[config.mk]
export PLATFORM = sky130hd
export DESIGN_NAME = punc_controller_flat
export DESIGN_NICKNAME = d
export VERILOG_FILES = /design/src/rtl/punc_controller_pkg.sv /design/src/rtl/punc_controller_if.sv /design/src/rtl/punc_controller_decode.sv /design/src/rtl/punc_controller.sv /design/src/flat_wrapper.sv
export SDC_FILE = /design/constraint.sdc
export NUM_CORES = 1
export LEC_CHECK = 0
export BUFFER_PORTS_ARGS = -buffer_cell sky130_fd_sc_hd__buf_4
export CORE_MARGIN = 3
export CORE_UTILIZATION = 40
export CTS_CLUSTER_DIAMETER = 30
export DETAILED_ROUTE_END_ITERATION = 8
export PLACE_DENSITY = 0.91
export SYNTH_ARGS = -nofsm -noshare
export SYNTH_HDL_FRONTEND = slang
export SYNTH_SLANG_ARGS = --single-unit
[constraint.sdc]
create_clock -name clk -period 1.6 [get_ports clk]
set_input_delay 0.24 -clock clk [delete_from_list [all_inputs] [get_ports clk]]
set_output_delay 0.24 -clock clk [all_outputs]
set_load 0.005 [all_outputs]
[src/rtl/punc_controller_pkg.sv]
// Shared constants and types for the PUnC LC3 control unit: opcodes, FSM
// states, datapath mux selects, ALU functions, SEXT codes and the control bundle.
package punc_controller_pkg;

  typedef enum logic [2:0] {
    ST_INIT    = 3'd0,
    ST_FETCH   = 3'd1,
    ST_DECODE  = 3'd2,
    ST_EXECUTE = 3'd3,
    ST_EXEC2   = 3'd4,
    ST_HALT    = 3'd5
  } state_t;

  localparam logic [3:0] OP_BR   = 4'b0000;
  localparam logic [3:0] OP_ADD  = 4'b0001;
  localparam logic [3:0] OP_LD   = 4'b0010;
  localparam logic [3:0] OP_ST   = 4'b0011;
  localparam logic [3:0] OP_JSR  = 4'b0100;
  localparam logic [3:0] OP_AND  = 4'b0101;
  localparam logic [3:0] OP_LDR  = 4'b0110;
  localparam logic [3:0] OP_STR  = 4'b0111;
  localparam logic [3:0] OP_RTI  = 4'b1000;
  localparam logic [3:0] OP_NOT  = 4'b1001;
  localparam logic [3:0] OP_LDI  = 4'b1010;
  localparam logic [3:0] OP_STI  = 4'b1011;
  localparam logic [3:0] OP_JMP  = 4'b1100;
  localparam logic [3:0] OP_RES  = 4'b1101;
  localparam logic [3:0] OP_LEA  = 4'b1110;
  localparam logic [3:0] OP_HALT = 4'b1111;

  localparam logic [2:0] MEM_R_PC       = 3'd0;
  localparam logic [2:0] MEM_R_PC_ADDER = 3'd1;
  localparam logic [2:0] MEM_R_INDIRECT = 3'd2;
  localparam logic [2:0] MEM_R_DATA     = 3'd3;
  localparam logic [2:0] MEM_R_ALU      = 3'd4;

  localparam logic [1:0] RF_W_ALU      = 2'd0;
  localparam logic [1:0] RF_W_PC       = 2'd1;
  localparam logic [1:0] RF_W_MEM      = 2'd2;
  localparam logic [1:0] RF_W_PC_ADDER = 2'd3;

  localparam logic [1:0] ALU_FN_PASS = 2'd0;
  localparam logic [1:0] ALU_FN_ADD  = 2'd1;
  localparam logic [1:0] ALU_FN_AND  = 2'd2;
  localparam logic [1:0] ALU_FN_NOT  = 2'd3;

  localparam logic [3:0] SEXT_IMM5  = 4'b1000;
  localparam logic [3:0] SEXT_OFF6  = 4'b0100;
  localparam logic [3:0] SEXT_OFF9  = 4'b0010;
  localparam logic [3:0] SEXT_OFF11 = 4'b0001;

  localparam logic [2:0] REG_LINK = 3'd7;

  // One bundle of every datapath control; const_val carries the ir[10:0] constant.
  typedef struct packed {
    logic        mem_wr_en;
    logic [2:0]  mem_r_addr_sel;
    logic        state2_STI;
    logic        STR;
    logic [2:0]  RF_wr_addr;
    logic        RF_wr_en;
    logic [2:0]  RF_r_addr_0;
    logic [2:0]  RF_r_addr_1;
    logic [1:0]  RF_w_data_sel;
    logic        ir_ld;
    logic        JMP_RET_JSRR;
    logic        pc_ld;
    logic        pc_clr;
    logic        pc_up;
    logic        add_const;
    logic [1:0]  alu_sel;
    logic        cc_en;
    logic        n;
    logic        z;
    logic        p;
    logic [10:0] const_val;
    logic [3:0]  SEXT_Select;
  } ctrl_t;

endpackage

[src/rtl/punc_controller_if.sv]
// Controller-to-datapath bundle: the datapath returns ir, the controller
// drives every control input. "const" is a reserved word, hence const_val.
interface punc_controller_if;

  logic [15:0] ir;
  logic        mem_wr_en;
  logic [2:0]  mem_r_addr_sel;
  logic        state2_STI;
  logic        STR;
  logic [2:0]  RF_wr_addr;
  logic        RF_wr_en;
  logic [2:0]  RF_r_addr_0;
  logic [2:0]  RF_r_addr_1;
  logic [1:0]  RF_w_data_sel;
  logic        ir_ld;
  logic        JMP_RET_JSRR;
  logic        pc_ld;
  logic        pc_clr;
  logic        pc_up;
  logic        add_const;
  logic [1:0]  alu_sel;
  logic        cc_en;
  logic        n;
  logic        z;
  logic        p;
  logic [10:0] const_val;
  logic [3:0]  SEXT_Select;

  modport master (
    input  ir,
    output mem_wr_en, mem_r_addr_sel, state2_STI, STR, RF_wr_addr, RF_wr_en,
           RF_r_addr_0, RF_r_addr_1, RF_w_data_sel, ir_ld, JMP_RET_JSRR,
           pc_ld, pc_clr, pc_up, add_const, alu_sel, cc_en, n, z, p,
           const_val, SEXT_Select
  );

  modport slave (
    output ir,
    input  mem_wr_en, mem_r_addr_sel, state2_STI, STR, RF_wr_addr, RF_wr_en,
           RF_r_addr_0, RF_r_addr_1, RF_w_data_sel, ir_ld, JMP_RET_JSRR,
           pc_ld, pc_clr, pc_up, add_const, alu_sel, cc_en, n, z, p,
           const_val, SEXT_Select
  );

endinterface

[src/rtl/punc_controller_decode.sv]
// Purely combinational map from (state, ir) to every datapath control signal.
// Register writes always target DR = ir[11:9] except JSR/JSRR, which link into R7.
module punc_ctrl_decode
  import punc_controller_pkg::*;
(
  input  state_t      state,
  input  logic [15:0] ir,
  output ctrl_t       ctrl
);

  logic [3:0] opcode;
  logic [2:0] dr;
  logic [2:0] baseR;

  assign opcode = ir[15:12];
  assign dr     = ir[11:9];
  assign baseR  = ir[8:6];

  always_comb begin
    ctrl           = '0;
    ctrl.const_val = ir[10:0];
    case (state)
      ST_INIT: ctrl.pc_clr = 1'b1;
      ST_FETCH: begin
        ctrl.mem_r_addr_sel = MEM_R_PC;
        ctrl.ir_ld          = 1'b1;
        ctrl.pc_up          = 1'b1;
      end
      ST_EXECUTE: begin
        case (opcode)
          OP_ADD, OP_AND: begin
            ctrl.RF_r_addr_0 = baseR;
            if (ir[5]) begin
              ctrl.add_const   = 1'b1;
              ctrl.SEXT_Select = SEXT_IMM5;
            end else begin
              ctrl.RF_r_addr_1 = ir[2:0];
            end
            ctrl.alu_sel       = (opcode == OP_ADD) ? ALU_FN_ADD : ALU_FN_AND;
            ctrl.RF_w_data_sel = RF_W_ALU;
            ctrl.RF_wr_addr    = dr;
            ctrl.RF_wr_en      = 1'b1;
            ctrl.cc_en         = 1'b1;
          end
          OP_NOT: begin
            ctrl.RF_r_addr_0   = baseR;
            ctrl.alu_sel       = ALU_FN_NOT;
            ctrl.RF_w_data_sel = RF_W_ALU;
            ctrl.RF_wr_addr    = dr;
            ctrl.RF_wr_en      = 1'b1;
            ctrl.cc_en         = 1'b1;
          end
          OP_BR: begin
            ctrl.n           = ir[11];
            ctrl.z           = ir[10];
            ctrl.p           = ir[9];
            ctrl.SEXT_Select = SEXT_OFF9;
          end
          OP_LD: begin
            ctrl.SEXT_Select    = SEXT_OFF9;
            ctrl.mem_r_addr_sel = MEM_R_PC_ADDER;
            ctrl.RF_w_data_sel  = RF_W_MEM;
            ctrl.RF_wr_addr     = dr;
            ctrl.RF_wr_en       = 1'b1;
          end
          OP_LDI, OP_STI: begin
            ctrl.SEXT_Select    = SEXT_OFF9;
            ctrl.mem_r_addr_sel = MEM_R_PC_ADDER;
          end
          OP_ST: begin
            ctrl.SEXT_Select = SEXT_OFF9;
            ctrl.RF_r_addr_0 = dr;
            ctrl.alu_sel     = ALU_FN_PASS;
            ctrl.mem_wr_en   = 1'b1;
          end
          OP_LDR: begin
            ctrl.RF_r_addr_0    = baseR;
            ctrl.add_const      = 1'b1;
            ctrl.SEXT_Select    = SEXT_OFF6;
            ctrl.alu_sel        = ALU_FN_ADD;
            ctrl.mem_r_addr_sel = MEM_R_ALU;
            ctrl.RF_w_data_sel  = RF_W_MEM;
            ctrl.RF_wr_addr     = dr;
            ctrl.RF_wr_en       = 1'b1;
          end
          OP_STR: begin
            ctrl.RF_r_addr_0 = baseR;
            ctrl.add_const   = 1'b1;
            ctrl.SEXT_Select = SEXT_OFF6;
            ctrl.alu_sel     = ALU_FN_ADD;
            ctrl.STR         = 1'b1;
            ctrl.RF_r_addr_1 = dr;
            ctrl.mem_wr_en   = 1'b1;
          end
          OP_JSR: begin
            ctrl.SEXT_Select   = SEXT_OFF11;
            ctrl.pc_ld         = 1'b1;
            ctrl.RF_wr_addr    = REG_LINK;
            ctrl.RF_w_data_sel = RF_W_PC;
            ctrl.RF_wr_en      = 1'b1;
            if (!ir[11]) begin
              ctrl.JMP_RET_JSRR = 1'b1;
              ctrl.RF_r_addr_0  = baseR;
              ctrl.alu_sel      = ALU_FN_PASS;
            end
          end
          OP_JMP: begin
            ctrl.RF_r_addr_0  = baseR;
            ctrl.alu_sel      = ALU_FN_PASS;
            ctrl.JMP_RET_JSRR = 1'b1;
            ctrl.pc_ld        = 1'b1;
          end
          OP_LEA: begin
            ctrl.SEXT_Select   = SEXT_OFF9;
            ctrl.RF_w_data_sel = RF_W_PC_ADDER;
            ctrl.RF_wr_addr    = dr;
            ctrl.RF_wr_en      = 1'b1;
          end
          default: ;
        endcase
      end
      ST_EXEC2: begin
        // Second memory access of the indirect instructions, via the captured pointer.
        if (opcode == OP_LDI) begin
          ctrl.mem_r_addr_sel = MEM_R_INDIRECT;
          ctrl.RF_w_data_sel  = RF_W_MEM;
          ctrl.RF_wr_addr     = dr;
          ctrl.RF_wr_en       = 1'b1;
        end else if (opcode == OP_STI) begin
          ctrl.state2_STI  = 1'b1;
          ctrl.RF_r_addr_0 = dr;
          ctrl.alu_sel     = ALU_FN_PASS;
          ctrl.mem_wr_en   = 1'b1;
        end
      end
      default: ;
    endcase
  end

endmodule

[src/rtl/punc_controller.sv]
// PUnC LC3 control unit: fetch/decode/execute state register and sequencing.
// Outputs are decoded combinationally so an asserted reset masks all strobes at once.
module punc_controller
  import punc_controller_pkg::*;
(
  input  logic              clk,
  input  logic              rst,
  punc_controller_if.master bus
);

  state_t     state_q;
  state_t     state_d;
  ctrl_t      ctrl;
  logic [3:0] opcode;

  assign opcode = bus.ir[15:12];

  always_comb begin
    state_d = state_q;
    case (state_q)
      ST_INIT:    state_d = ST_FETCH;
      ST_FETCH:   state_d = ST_DECODE;
      ST_DECODE:  state_d = ST_EXECUTE;
      ST_EXECUTE: begin
        if (opcode == OP_LDI || opcode == OP_STI) state_d = ST_EXEC2;
        else if (opcode == OP_HALT)               state_d = ST_HALT;
        else                                      state_d = ST_FETCH;
      end
      ST_EXEC2:   state_d = ST_FETCH;
      ST_HALT:    state_d = ST_HALT;
      default:    state_d = ST_INIT;
    endcase
  end

  always_ff @(posedge clk or negedge rst) begin
    if (!rst) state_q <= ST_INIT;
    else      state_q <= state_d;
  end

  punc_ctrl_decode u_decode (
    .state (state_q),
    .ir    (bus.ir),
    .ctrl  (ctrl)
  );

  assign bus.mem_wr_en      = ctrl.mem_wr_en;
  assign bus.mem_r_addr_sel = ctrl.mem_r_addr_sel;
  assign bus.state2_STI     = ctrl.state2_STI;
  assign bus.STR            = ctrl.STR;
  assign bus.RF_wr_addr     = ctrl.RF_wr_addr;
  assign bus.RF_wr_en       = ctrl.RF_wr_en;
  assign bus.RF_r_addr_0    = ctrl.RF_r_addr_0;
  assign bus.RF_r_addr_1    = ctrl.RF_r_addr_1;
  assign bus.RF_w_data_sel  = ctrl.RF_w_data_sel;
  assign bus.ir_ld          = ctrl.ir_ld;
  assign bus.JMP_RET_JSRR   = ctrl.JMP_RET_JSRR;
  assign bus.pc_ld          = ctrl.pc_ld;
  assign bus.pc_clr         = ctrl.pc_clr;
  assign bus.pc_up          = ctrl.pc_up;
  assign bus.add_const      = ctrl.add_const;
  assign bus.alu_sel        = ctrl.alu_sel;
  assign bus.cc_en          = ctrl.cc_en;
  assign bus.n              = ctrl.n;
  assign bus.z              = ctrl.z;
  assign bus.p              = ctrl.p;
  assign bus.const_val      = ctrl.const_val;
  assign bus.SEXT_Select    = ctrl.SEXT_Select;

endmodule

[src/flat_wrapper.sv]
// flat-port wrapper written by rule: the top's interface ports become plain ports
module punc_controller_flat import punc_controller_pkg::*;
  (clk, rst, bus_ir, bus_mem_wr_en, bus_mem_r_addr_sel, bus_state2_STI, bus_STR, bus_RF_wr_addr, bus_RF_wr_en, bus_RF_r_addr_0, bus_RF_r_addr_1, bus_RF_w_data_sel, bus_ir_ld, bus_JMP_RET_JSRR, bus_pc_ld, bus_pc_clr, bus_pc_up, bus_add_const, bus_alu_sel, bus_cc_en, bus_n, bus_z, bus_p, bus_const_val, bus_SEXT_Select);
  punc_controller_if bus_i ();
  input  logic clk;
  input  logic rst;
  input wire logic [$bits(bus_i.ir)-1:0] bus_ir;
  output wire logic [$bits(bus_i.mem_wr_en)-1:0] bus_mem_wr_en;
  output wire logic [$bits(bus_i.mem_r_addr_sel)-1:0] bus_mem_r_addr_sel;
  output wire logic [$bits(bus_i.state2_STI)-1:0] bus_state2_STI;
  output wire logic [$bits(bus_i.STR)-1:0] bus_STR;
  output wire logic [$bits(bus_i.RF_wr_addr)-1:0] bus_RF_wr_addr;
  output wire logic [$bits(bus_i.RF_wr_en)-1:0] bus_RF_wr_en;
  output wire logic [$bits(bus_i.RF_r_addr_0)-1:0] bus_RF_r_addr_0;
  output wire logic [$bits(bus_i.RF_r_addr_1)-1:0] bus_RF_r_addr_1;
  output wire logic [$bits(bus_i.RF_w_data_sel)-1:0] bus_RF_w_data_sel;
  output wire logic [$bits(bus_i.ir_ld)-1:0] bus_ir_ld;
  output wire logic [$bits(bus_i.JMP_RET_JSRR)-1:0] bus_JMP_RET_JSRR;
  output wire logic [$bits(bus_i.pc_ld)-1:0] bus_pc_ld;
  output wire logic [$bits(bus_i.pc_clr)-1:0] bus_pc_clr;
  output wire logic [$bits(bus_i.pc_up)-1:0] bus_pc_up;
  output wire logic [$bits(bus_i.add_const)-1:0] bus_add_const;
  output wire logic [$bits(bus_i.alu_sel)-1:0] bus_alu_sel;
  output wire logic [$bits(bus_i.cc_en)-1:0] bus_cc_en;
  output wire logic [$bits(bus_i.n)-1:0] bus_n;
  output wire logic [$bits(bus_i.z)-1:0] bus_z;
  output wire logic [$bits(bus_i.p)-1:0] bus_p;
  output wire logic [$bits(bus_i.const_val)-1:0] bus_const_val;
  output wire logic [$bits(bus_i.SEXT_Select)-1:0] bus_SEXT_Select;
  assign bus_i.ir = bus_ir;
  assign bus_mem_wr_en = bus_i.mem_wr_en;
  assign bus_mem_r_addr_sel = bus_i.mem_r_addr_sel;
  assign bus_state2_STI = bus_i.state2_STI;
  assign bus_STR = bus_i.STR;
  assign bus_RF_wr_addr = bus_i.RF_wr_addr;
  assign bus_RF_wr_en = bus_i.RF_wr_en;
  assign bus_RF_r_addr_0 = bus_i.RF_r_addr_0;
  assign bus_RF_r_addr_1 = bus_i.RF_r_addr_1;
  assign bus_RF_w_data_sel = bus_i.RF_w_data_sel;
  assign bus_ir_ld = bus_i.ir_ld;
  assign bus_JMP_RET_JSRR = bus_i.JMP_RET_JSRR;
  assign bus_pc_ld = bus_i.pc_ld;
  assign bus_pc_clr = bus_i.pc_clr;
  assign bus_pc_up = bus_i.pc_up;
  assign bus_add_const = bus_i.add_const;
  assign bus_alu_sel = bus_i.alu_sel;
  assign bus_cc_en = bus_i.cc_en;
  assign bus_n = bus_i.n;
  assign bus_z = bus_i.z;
  assign bus_p = bus_i.p;
  assign bus_const_val = bus_i.const_val;
  assign bus_SEXT_Select = bus_i.SEXT_Select;
  punc_controller u_core (.clk(clk), .rst(rst), .bus(bus_i));
endmodule
==> run metrics, run 1 <==
post-synth top area share between 10% and 20%; Biggest register u_core.state_q; failing checks setup timing; antenna-violating nets left 0; placed instance count 189; CTS Buf Count 3; Primary FF master, synth dfrtp_1; GRT Residual Overflow 0; Port-buffer cells 58; Final #Nets 195; Die ar. ~0.0027 mm²; HPWL Detailed 2460 µm; die height 51.8 µm; site row count 15; Clock Latency Late Sink 0.23 ns; Cell Pwr Density slightly below 1000 mW/mm²; Regs by FF count u_core.state_q: 3 flops; EDFF count, synth 0; Final Hold Slack roughly 0.33 ns; RSZ-0062 raised after global routing yes; largest net degree at the start of global routing 16; ant diodes 0; Leakage Power 0.711 nW; routability cong. 0.889; layout cell share with drive strength beyond 1 65.9%; overall power 1.54 mW; DP Worst Slack -0.119 ns; Crit path arrival time 1.75 ns; Starting DRT DRC Count 32; CP max FO 6; Largest register FFs 3; routed vias/inst 5.72; vias 1,149; clock share of power slightly below 9%; sequential fraction of the synthesis area 8.93%; Synth Cell Area 841 µm²; Root Driver clkbuf_4; Post-Layout Inst Area about 0.0016 mm²; Comb power frac between 80% and 90%; status complete, but fails checks; Setup CP Type reg -> out; GRT Total Usage 24.4%; Final Max Tran Viols 0; Reg power frac 11.0%; worst-path cell chain and3b_2, nand4_1, a221oi_2, buf_4; number of global-route vias before repair 1,025; width of the die 51.8 µm; core area around 0.0019 mm²; Worst setup EP type output port; Yosys reg bits 3; # H-tree levels 1; antenna violations before repair 0; Tcrit/Tclk final 125%; Setup TNS Final -6.34 ns; clock skew 0.00156 ns; syn nets 130; Post-DP Area 0.00127 mm²; Max Cap Violations 0; Final WS setup -0.394 ns; actual slew at the worst max-slew pin about 0.52 ns; Pre-antenna DRT Iters 4; Layout Cells excl Fill approximately 200; Core Util, Final 84.0%; synth unique cells between 40 and 50; endpoints failing setup 30; Reg clk slew, reported paths roughly 0.040 ns; area added between synthesis and finish 85.7%; Ports 63; asr flop ratio synth 100%; Syn Inst Count 112; critical path's slowest cell dfrtp_2; top cells by area, synth buf_4 (13%), dfrtp_1 (8.9%), o21ai_0 (5.4%); most frequent cell after synthesis buf_4; Final Critical Period 1.99 ns; Hold Violations, Final 0; reg2reg setup slack 0.35 ns; Sw Share ~44%; Peak VDD IR 1270 µV; internal cell power 0.865 mW; average size of a mapped cell 7.51 µm²; final WL between 3000 and 4000 µm; Worst Reg-to-Reg Cells 5; NetSw 0.678 mW; first-pass GRT wire length a little under 5000 µm; critical path launch point type register; clock buffer depth 2; Synth Warn # 0; Wirelength per Cell between 15 and 20 µm; slew margin rel. 65.0%; slowest stage delay, CP 0.43 ns; drt drc 0; Synth top cells by count buf_4 (14), o21ai_0 (9), nor2_1 (7), inv_1 (6); CTS tree done; area leader, netlist buf_4; Peak Freq 0.501 GHz; initial core utilization between 40% and 50%; CTS sink count 3; Worst EP required 1.36 ns; Hold WC Path Type in -> async
## per-layer routing
layer	up-vias	share of wire (%)	global-route usage, %
met1	565	40	28.8
met3	8	5.3	3.72
met2	49	53	43.5
li1	527	-	-
met5	-	0	0
met4	0	1.6	9.17
## what timing repair did
item	4_1_cts	5_1_grt
endpoints found under the hold margin	3	0
hold buffers	1	0
pin swaps	8	11
resized for setup	13	34
endpoints found under the setup margin	30	30
buffers inserted	2	7
## cell families after synthesis
group	Yosys count	synth area share (%)
xor gates and xnor gates	2	2.08
buffers and inverters	28	21.1
and+or+nand+nor	44	38.5
AOI/OAI and AO/OA	34	28.1
DFF	3	8.93
muxes	1	1.19
## layout by cell type (no fill, tap or decap), types with 3 or more instances in the layout
master    count
and2_1        4
a22o_1        3
nor2_4        3
o21ai_0       9
o22ai_1       3
nand2_1       3
buf_6        13
a221oi_2      4
nor2b_1       3
clkbuf_4      3
a21oi_2       3
nor2_1        3
buf_4        67
inv_1         5
## power by group through the flow
stage	clock, mW	combinational, mW	sequential, mW
6_report	0.134	1.24	0.169
5_1_grt	0.152	1.31	0.176
4_1_cts	0.137	0.921	0.158
3_5_place_dp	0	0.850	0.157
3_3_place_gp	0	0.817	0.154
2_1_floorplan	0	0.543	0.129
## worst max-delay path, delay by kind of cell (launching register included)
kind,cells,cell delay (ns)
compound gates,1,0.37
buf+inv,1,0.16
flops,1,0.43
simple gates,2,0.56
## final cells by class
type,count,area [µm²]
inverters,7,26.3
multi-input cells,81,741
repair buffers,81,659
well taps,25,31.3
flip-flops and latches,3,77.6
fillers,99,297
clock buffers,4,26.3
## final timing paths
path | start | endpoint
worst max-delay path | u_core.state_q[2] | bus_RF_wr_addr[2]
worst min-delay path | rst | u_core.state_q[1]
worst max register to register | u_core.state_q[1] | u_core.state_q[2]
worst min register to register | u_core.state_q[2] | u_core.state_q[1]
max in group asynchronous | rst | u_core.state_q[0]
min in group clk | bus_ir[3] | bus_const_val[3]
(Power assumes the default switching activity.)
==> inputs of run 2 (changes only) <==
- BUFFER_PORTS_ARGS: -buffer_cell sky130_fd_sc_hd__buf_4 -> -buffer_cell sky130_fd_sc_hd__buf_2
==> run 2 against run 1 <==
The flow still finishes with violations (setup timing). Die area unchanged. Count of clock-buffer cells in the layout did not move. Core utilization decreased by 8.6 points. Combinational power is 11% lower. Critical path depth grew 2. Sequential power is 3% lower. First-iteration DRC count is 31% higher. Via count is 2.3% higher. Non-clock buffer count rose by 5. Design area is 10% lower. Critical path type unchanged. Critical endpoint is now bus_add_const. Largest cell class unchanged.
==> run metrics, run 2 (synthesis results as in run 1) <==
GRT Total Usage 26.0%; Final Hold Slack around 0.32 ns; vias 1,175; Post-DP Area 0.00115 mm²; Tcrit/Tclk final 121%; HPWL Detailed 2290 µm; critical path launch point type register; first-pass GRT wire length 5240 µm; commonest cells after routing, fill and taps aside buf_2 (58), buf_4 (22), o21ai_0 (9); GRT Residual Overflow 0; critical path's slowest cell dfrtp_2; actual slew at the worst max-slew pin 0.497 ns; largest net degree at the start of global routing 13; width of the die 51.8 µm; Worst Reg-to-Reg Cells 4; routed vias/inst 5.70; Comb power frac roughly 80%; Reg clk slew, reported paths 0.04 ns; Cell Pwr Density 998 mW/mm²; worst r2r src u_core.state_q[2]; Final WS setup -0.340 ns; placed instance count 192; CP max FO 7; Leakage Power 0.727 nW; Setup TNS Final -5.66 ns; Root Driver clkbuf_4; Biggest register u_core.state_q; Crit path arrival time 1.70 ns; Reg power frac 11.7%; slew margin rel. 66.8%; overall power 1.40 mW; slowest stage delay, CP 0.43 ns; Hold Violations, Final 0; initial core utilization 45.3%; area added between synthesis and finish 66.8%; failing checks setup timing; Starting DRT DRC Count 42; Final Max Tran Viols 0; Sw Share 44.9%; Peak VDD IR 913 µV; Worst EP required about 1.4 ns; Peak Freq 0.515 GHz; Clock Latency Late Sink between 0.2 and 0.25 ns; RSZ-0062 raised after global routing yes; core area approximately 0.0019 mm²; site row count 15; CTS sink count 3; Largest register FFs 3; die height 51.8 µm; Core Util, Final 75.5%; Filler Cell Count between 100 and 150; status complete, but fails checks; endpoints failing setup 30; DP Worst Slack -0.131 ns; Layout Cells excl Fill 206; drt drc 0; routability cong. 0.859; CTS tree done; CTS Buf Count 3; Pre-antenna DRT Iters 4; Final Critical Period 1.94 ns; most common cell after layout, fill and taps aside buf_2; Wirelength per Cell 17.8 µm; layout cell share with drive strength beyond 1 roughly two thirds; Max Cap Violations 0; Post-Layout Inst Area approximately 0.0014 mm²; ant diodes 0; antenna violations before repair 0; clock buffer depth 2; antenna-violating nets left 0; Setup CP Type reg -> out; final WL 3660 µm; clock share of power between 10% and 20%; Regs by FF count u_core.state_q: 3 flops; reg2reg setup slack between 0.3 and 0.4 ns; worst-path cell chain and3b_2, buf_4, buf_6, and3_4, or2_1, buf_2; Port-buffer cells 58; NetSw about 0.63 mW; clock skew about 0.002 ns; end of the worst register-to-register path u_core.state_q[2]; number of global-route vias before repair 1,033; Die ar. 0.00269 mm²; Hold WC Path Type in -> async; Final #Nets 200; internal cell power a little under 0.8 mW; Ports 63; # H-tree levels 1; Worst setup EP type output port
run 2: cell types whose count changed in the layout (fill, tap and decap cells not counted), sizes merged:
cell	previous run	this run
buf	80	85
run 2: layer usage:
layer  vias up  wire (µm)  GRT usage (%)  part of all wire (%)
li1        539          -              -                     -
met1       558       1370           30.5                    38
met4         0        174           17.5                   4.8
met2        65       1890           43.5                    52
met3        13        221           3.15                   6.0
met5         -          0              0                     0
run 2: worst max-delay path by stage:
stage / startpoint / endpoint / slack (ns) / depth (start not counted)
after global placement: u_core.state_q[2] / bus_RF_wr_addr[0] / 0.02 / 4
after detailed placement: u_core.state_q[2] / bus_RF_wr_addr[0] / -0.13 / 4
after CTS: u_core.state_q[2] / bus_RF_wr_addr[1] / -0.26 / 4
after floorplan: u_core.state_q[0] / bus_RF_wr_addr[0] / 0.13 / 4
after global routing: u_core.state_q[2] / bus_RF_wr_addr[2] / -0.42 / 4
final: u_core.state_q[0] / bus_add_const / -0.34 / 6
run 2: cell type report:
type | count | area (µm²) | area share (%)
clock buffers | 4 | 26.3 | 1.87
inverters | 7 | 26.3 | 1.87
multi-input cells | 81 | 719 | 51.3
flip-flops and latches | 3 | 77.6 | 5.53
well taps | 25 | 31.3 | 2.23
repair buffers | 86 | 522 | 37.2
run 2: power by group through the flow:
stage	clock network (mW)	registers [mW]	logic, mW
2_1_floorplan	0	0.129	0.543
3_3_place_gp	0	0.157	0.734
3_5_place_dp	0	0.161	0.759
4_1_cts	0.142	0.153	0.913
5_1_grt	0.158	0.169	1.16
6_report	0.140	0.164	1.10
run 2: critical path: cells and delay by family (launching register included):
| family | cells | cell delay [ns] |
|---|---|---|
| flip-flops | 1 | 0.43 |
| AND/OR/NAND/NOR | 3 | 0.64 |
| buffers and inverters | 3 | 0.39 |
run 2: what timing repair did:
| action | CTS | global route |
|---|---|---|
| hold endpoints to repair | 3 | 0 |
| pin swaps | 7 | 11 |
| gates resized for setup | 14 | 21 |
| buffers inserted | 6 | 5 |
| hold buffers | 1 | 0 |
| setup endpoints to repair | 28 | 33 |
